--- src/rtl/if_fetch_pkg.sv ---
// Shared constants and state encoding for the instruction-fetch stage.
package if_fetch_pkg;

    localparam int          StallBus    = 6;
    localparam logic        Stop        = 1'b1;
    localparam logic        NoStop      = 1'b0;
    localparam int          IF_TO_ID_WD = 33;
    localparam int          BR_WD       = 33;
    localparam logic [31:0] ResetPC     = 32'hBFC0_0000;

    typedef enum logic [1:0] {
        IF_STATE_BOOT = 2'd0,
        IF_STATE_RUN  = 2'd1,
        IF_STATE_HOLD = 2'd2
    } if_state_e;

endpackage

--- src/rtl/if_fetch.sv ---
// Instruction fetch: owns the PC, drives the instruction SRAM read port,
// and latches a redirect that arrives while fetch is stalled.
module if_fetch
    import if_fetch_pkg::*;
#(
    parameter logic [31:0] RESET_PC = ResetPC
) (
    input  logic                   clk,
    input  logic                   rst,
    input  logic [StallBus-1:0]    stall,
    input  logic [BR_WD-1:0]       br_bus,
    output logic [IF_TO_ID_WD-1:0] if_to_id_bus,
    output logic                   inst_sram_en,
    output logic [3:0]             inst_sram_wen,
    output logic [31:0]            inst_sram_addr,
    output logic [31:0]            inst_sram_wdata,
    output logic                   fetch_adel
);

    logic [31:0] pc_q, pc_d;
    logic        ce_q, ce_d;
    logic        pend_valid_q, pend_valid_d;
    logic [31:0] pend_addr_q, pend_addr_d;
    if_state_e   state_q, state_d;

    logic        br_e;
    logic [31:0] br_addr;
    logic        hold;
    logic [31:0] next_pc;
    logic        unused_stall;

    assign br_e         = br_bus[32];
    assign br_addr      = br_bus[31:0];
    assign hold         = (stall[0] == Stop);
    assign unused_stall = ^stall[StallBus-1:1];

    // Live redirect beats a pending one; sequential fetch wraps naturally.
    assign next_pc = br_e         ? br_addr :
                     pend_valid_q ? pend_addr_q :
                                    pc_q + 32'd4;

    always_comb begin
        pc_d         = pc_q;
        ce_d         = ce_q;
        pend_valid_d = pend_valid_q;
        pend_addr_d  = pend_addr_q;
        state_d      = state_q;
        unique case (state_q)
            IF_STATE_BOOT: begin
                if (!hold) begin
                    pc_d    = RESET_PC;
                    ce_d    = 1'b1;
                    state_d = IF_STATE_RUN;
                end
            end
            IF_STATE_RUN: begin
                if (!hold) begin
                    pc_d         = next_pc;
                    pend_valid_d = 1'b0;
                end else if (br_e) begin
                    pend_valid_d = 1'b1;
                    pend_addr_d  = br_addr;
                    state_d      = IF_STATE_HOLD;
                end
            end
            IF_STATE_HOLD: begin
                if (!hold) begin
                    pc_d         = next_pc;
                    pend_valid_d = 1'b0;
                    state_d      = IF_STATE_RUN;
                end else if (br_e) begin
                    pend_addr_d = br_addr;
                end
            end
            default: begin
                state_d = IF_STATE_BOOT;
            end
        endcase
    end

    always_ff @(posedge clk) begin
        if (rst) begin
            pc_q         <= RESET_PC - 32'd4;
            ce_q         <= 1'b0;
            pend_valid_q <= 1'b0;
            pend_addr_q  <= 32'd0;
            state_q      <= IF_STATE_BOOT;
        end else begin
            pc_q         <= pc_d;
            ce_q         <= ce_d;
            pend_valid_q <= pend_valid_d;
            pend_addr_q  <= pend_addr_d;
            state_q      <= state_d;
        end
    end

    assign fetch_adel      = ce_q & (pc_q[1:0] != 2'b00);
    assign if_to_id_bus    = {ce_q, pc_q};
    assign inst_sram_addr  = pc_q;
    assign inst_sram_en    = ce_q & ~fetch_adel;
    assign inst_sram_wen   = 4'b0;
    assign inst_sram_wdata = 32'b0;

endmodule

--- config.mk ---
export PLATFORM = sky130hd
export DESIGN_NAME = if_fetch
export DESIGN_NICKNAME = d
export VERILOG_FILES = /design/src/rtl/if_fetch_pkg.sv /design/src/rtl/if_fetch.sv
export SDC_FILE = /design/constraint.sdc
export NUM_CORES = 1
export LEC_CHECK = 0
export ABC_AREA = 1
export BUFFER_PORTS_ARGS = -buffer_cell sky130_fd_sc_hd__buf_2
export CAP_MARGIN = 20
export CORE_MARGIN = 4
export CORE_UTILIZATION = 47
export DETAILED_ROUTE_END_ITERATION = 12
export GPL_TIMING_DRIVEN = 0
export PLACE_DENSITY = 0.81
export SYNTH_ARGS = -nofsm -noshare
export SYNTH_HDL_FRONTEND = slang
export SYNTH_SLANG_ARGS = --single-unit
--- constraint.sdc ---
create_clock -name clk -period 2.1 [get_ports clk]
set_clock_uncertainty 0.2 [all_clocks]
set_input_delay 0.315 -clock clk [delete_from_list [all_inputs] [get_ports clk]]
set_output_delay 0.315 -clock clk [all_outputs]
set_load 0.03 [all_outputs]
==> results_dict.tcl <==
set metrics [dict create \
    outcome "completed" \
    worstHoldStart "br_bus[7]" \
    ios 144 \
    clock_path_buffers 2 \
    p_per_area_mw_per_mm2 1620 \
    place_congestion 0.932 \
    crit_path_start_kind "register" \
    grt_remaining_overflow 0 \
    drtIter0Drc 554 \
    synthXorXnorAreaFrac_pct 1.98 \
    yosysSeqAreaShare_pct 30.7 \
    drtPass1Iterations 5 \
    place.port_buffers 102 \
    cts_tree "done" \
    combinationalPowerShare_pct 58.5 \
    grtUsageMet2_pct 39.8 \
    cts-root-buf "clkbuf_8" \
    postRouteAntennaNets 0 \
    reg2reg_from "pend_valid_q$_SDFFE_PP0P_" \
    grt_pass1_wl_mm 21.7 \
    final_common_cell "nand2_1" \
    ys_warn_count 0 \
    core_mm2 0.00920 \
    crit_start "pend_valid_q$_SDFFE_PP0P_" \
    p_int_w 0.00446 \
    finalCritPeriodShare_pct 98.5 \
    syn_avg_cell_area_um2 6.57 \
    hpwlAfterDp_mm 10.6 \
    drv_slew 0 \
    cts_buffers 9 \
    max_freq_mhz 483 \
    muxShareOfSynthArea_pct 0 \
    synth-compound-area-share_pct 21.2 \
    grt_pass1_vias 4335 \
    cts.sink_count 68 \
    min_path_type "input pin to register" \
    layout-drive-gt1-share_pct 28.7 \
    max_slew_margin_pct 59.5 \
    fin_nets 873 \
    synth_seq_cells 68 \
    finalHoldViolCount 0 \
    synth_cells 674 \
    synth_top_family_by_area "simple AND/OR/NAND/NOR gates" \
    cp_max_fo 10 \
    totalPowerFinal_w 0.00910 \
    ir_worst_vdd_uv 683 \
    syn_area_mm2 0.00443 \
    switching_share_pct 51.0 \
    arrival_ns 2.18 \
    grt_use_total_pct 24.6 \
    finalCriticalPeriod_ns 2.07 \
    switchingPower_w 0.00464 \
    maxCapViolCount 0 \
    wl_per_cell_um 15.1 \
    yosys-top-cells-area "dfxtp_1 31%, nand2_1 13%, buf_4 12%" \
    grt-busiest-layer "met2" \
    finalSetupViolCount 0 \
    final_cell_mix "155 x nand2_1, 108 x buf_2, 100 x a21oi_1" \
    ys_types 32 \
    grtUsageMet3_pct 6.49 \
    clkPwrFrac_pct 16.6 \
    grt_max_degree 14 \
    die_area_mm2 0.0110 \
    viasPerCell 5.28 \
    synthAdderAreaFrac_pct 1.41 \
    die_y_um 105 \
    pwr-share-seq_pct 24.9 \
    cts.clk_slew.worst_paths_ns 0.09 \
    htreeDepth 3 \
    fp.dieW_um 105 \
    p_leak_nw 2.64 \
    num_vias 4980 \
    synth_top_area_share_pct 30.7 \
    worst-slew-pin-transition_ns 0.608 \
    antenna_found_initial 0 \
    initial_core_util_pct 48.2 \
    criticalPathCategory "register to register" \
    n_antenna_cell 0 \
    final_cells 943 \
    synth-simple-area-share_pct 26.1 \
    areaGrowthSynthToFinish_pct 26.5 \
    wl_mm 14.2 \
    core.rowCount 35 \
    place_inst 922 \
    synth_top_area_cell "dfxtp_1" \
    cp.required_ns 2.21 \
    drc 0 \
    groute.layer.met1.usage_pct 32.0 \
    clkLatencyLatePin_ns 0.36 \
    crit_path_end_kind "register" \
    cts_hold_buf 0 \
]
==> cells by family (layout without fill, tap and decap cells) <==
group,after synthesis,after routing
compound gates,174,174
xor+xnor,10,10
fa+ha+maj,5,5
buf+inv,145,268
flops,68,68
other cells,1,36
simple gates,271,271
==> power groups by stage <==
stage,logic [W],registers [W],clock network [W]
floorplan,0.00326,0.00256,0
finish,0.00532,0.00227,0.00151
global route,0.00574,0.00233,0.00155
global placement,0.00488,0.00224,0
CTS,0.00502,0.00222,0.00149
detailed placement,0.00492,0.00225,0
==> state kept, by name, indices dropped and copies added, names as in the netlist <==
register	count
ce_q	1
inst_sram_addr	32
pend_addr_q	32
pend_valid_q	1
state_q	2
==> metrics by stage <==
stage / cell area, µm² / utilization, % / hold WS [ns] / TNS (ns) / worst slack [ns]
2_1_floorplan: 4560 / - / 0.225 / 0 / 0.138
3_3_place_gp: 5210 / 56.7 / 0.242 / -2.37 / -0.132
3_5_place_dp: 5210 / 56.7 / 0.242 / -3.23 / -0.172
4_1_cts: 5510 / 59.9 / 0.0167 / 0 / 0.00413
5_1_grt: 5600 / 60.9 / 0.0280 / -0.0491 / -0.0255
6_report: 5600 / 60.9 / 0.0169 / 0 / 0.0315
==> final timing paths <==
path	endpoint	slack, ns	depth (start not counted)
worst max-delay path	inst_sram_addr[17]$_SDFFE_PP1P_	0.03	7
worst min-delay path	inst_sram_addr[7]$_SDFFE_PP1P_	0.02	3
worst max register to register	inst_sram_addr[17]$_SDFFE_PP1P_	0.03	7
worst min register to register	pend_addr_q[1]$_SDFFE_PP0P_	0.25	2
==> cell type report <==
type	instances	area, µm²
Timing Repair Buffer	107	548
Buffer	103	677
Inverter	42	159
Clock inverter	7	146
Multi-Input combinational cell	496	2440
Clock buffer	9	124
Tap cell	111	139
Sequential cell	68	1370
Fill cell	868	3590
==> metal layers <==
metal / part of all wire [%] / vias up
met5: 0 / -
met4: 2.3 / 0
met3: 11 / 36
met2: 46 / 322
met1: 40 / 2195
li1: - / 2427
==> worst max-delay path: stages (launching register included) <==
cell,delay [ns]
dfxtp_1,0.30
clkbuf_1,0.14
inv_1,0.22
buf_1,0.51
nand3_1,0.27
nand2_1,0.11
o211ai_1,0.17
nand2_1,0.10
==> cells in the mapped netlist <==
master,number
xnor2_1,5
o21ai_1,11
nor2_4,5
nor2_2,8
a211oi_1,2
buf_2,10
nand3b_1,5
ha_1,5
buf_1,3
a31oi_1,1
a21oi_1,102
nand2_2,3
o21ai_0,36
a31oi_2,1
conb_1,1
dfxtp_1,68
o31ai_1,1
nor2_1,52
inv_1,40
o211ai_1,16
nand4_1,2
xor2_1,5
o211a_1,1
nand2_1,155
clkinv_1,1
clkbuf_1,21
nand3_1,39
nor3_1,2
buf_4,69
o221ai_1,1
inv_2,1
o21bai_1,2
==> timing repair <==
action,in CTS,in global routing
buffers inserted,0,5
gates resized for setup,12,19
endpoints found under the setup margin,58,58
pin swaps,0,2
(Power assumes the default switching activity.)
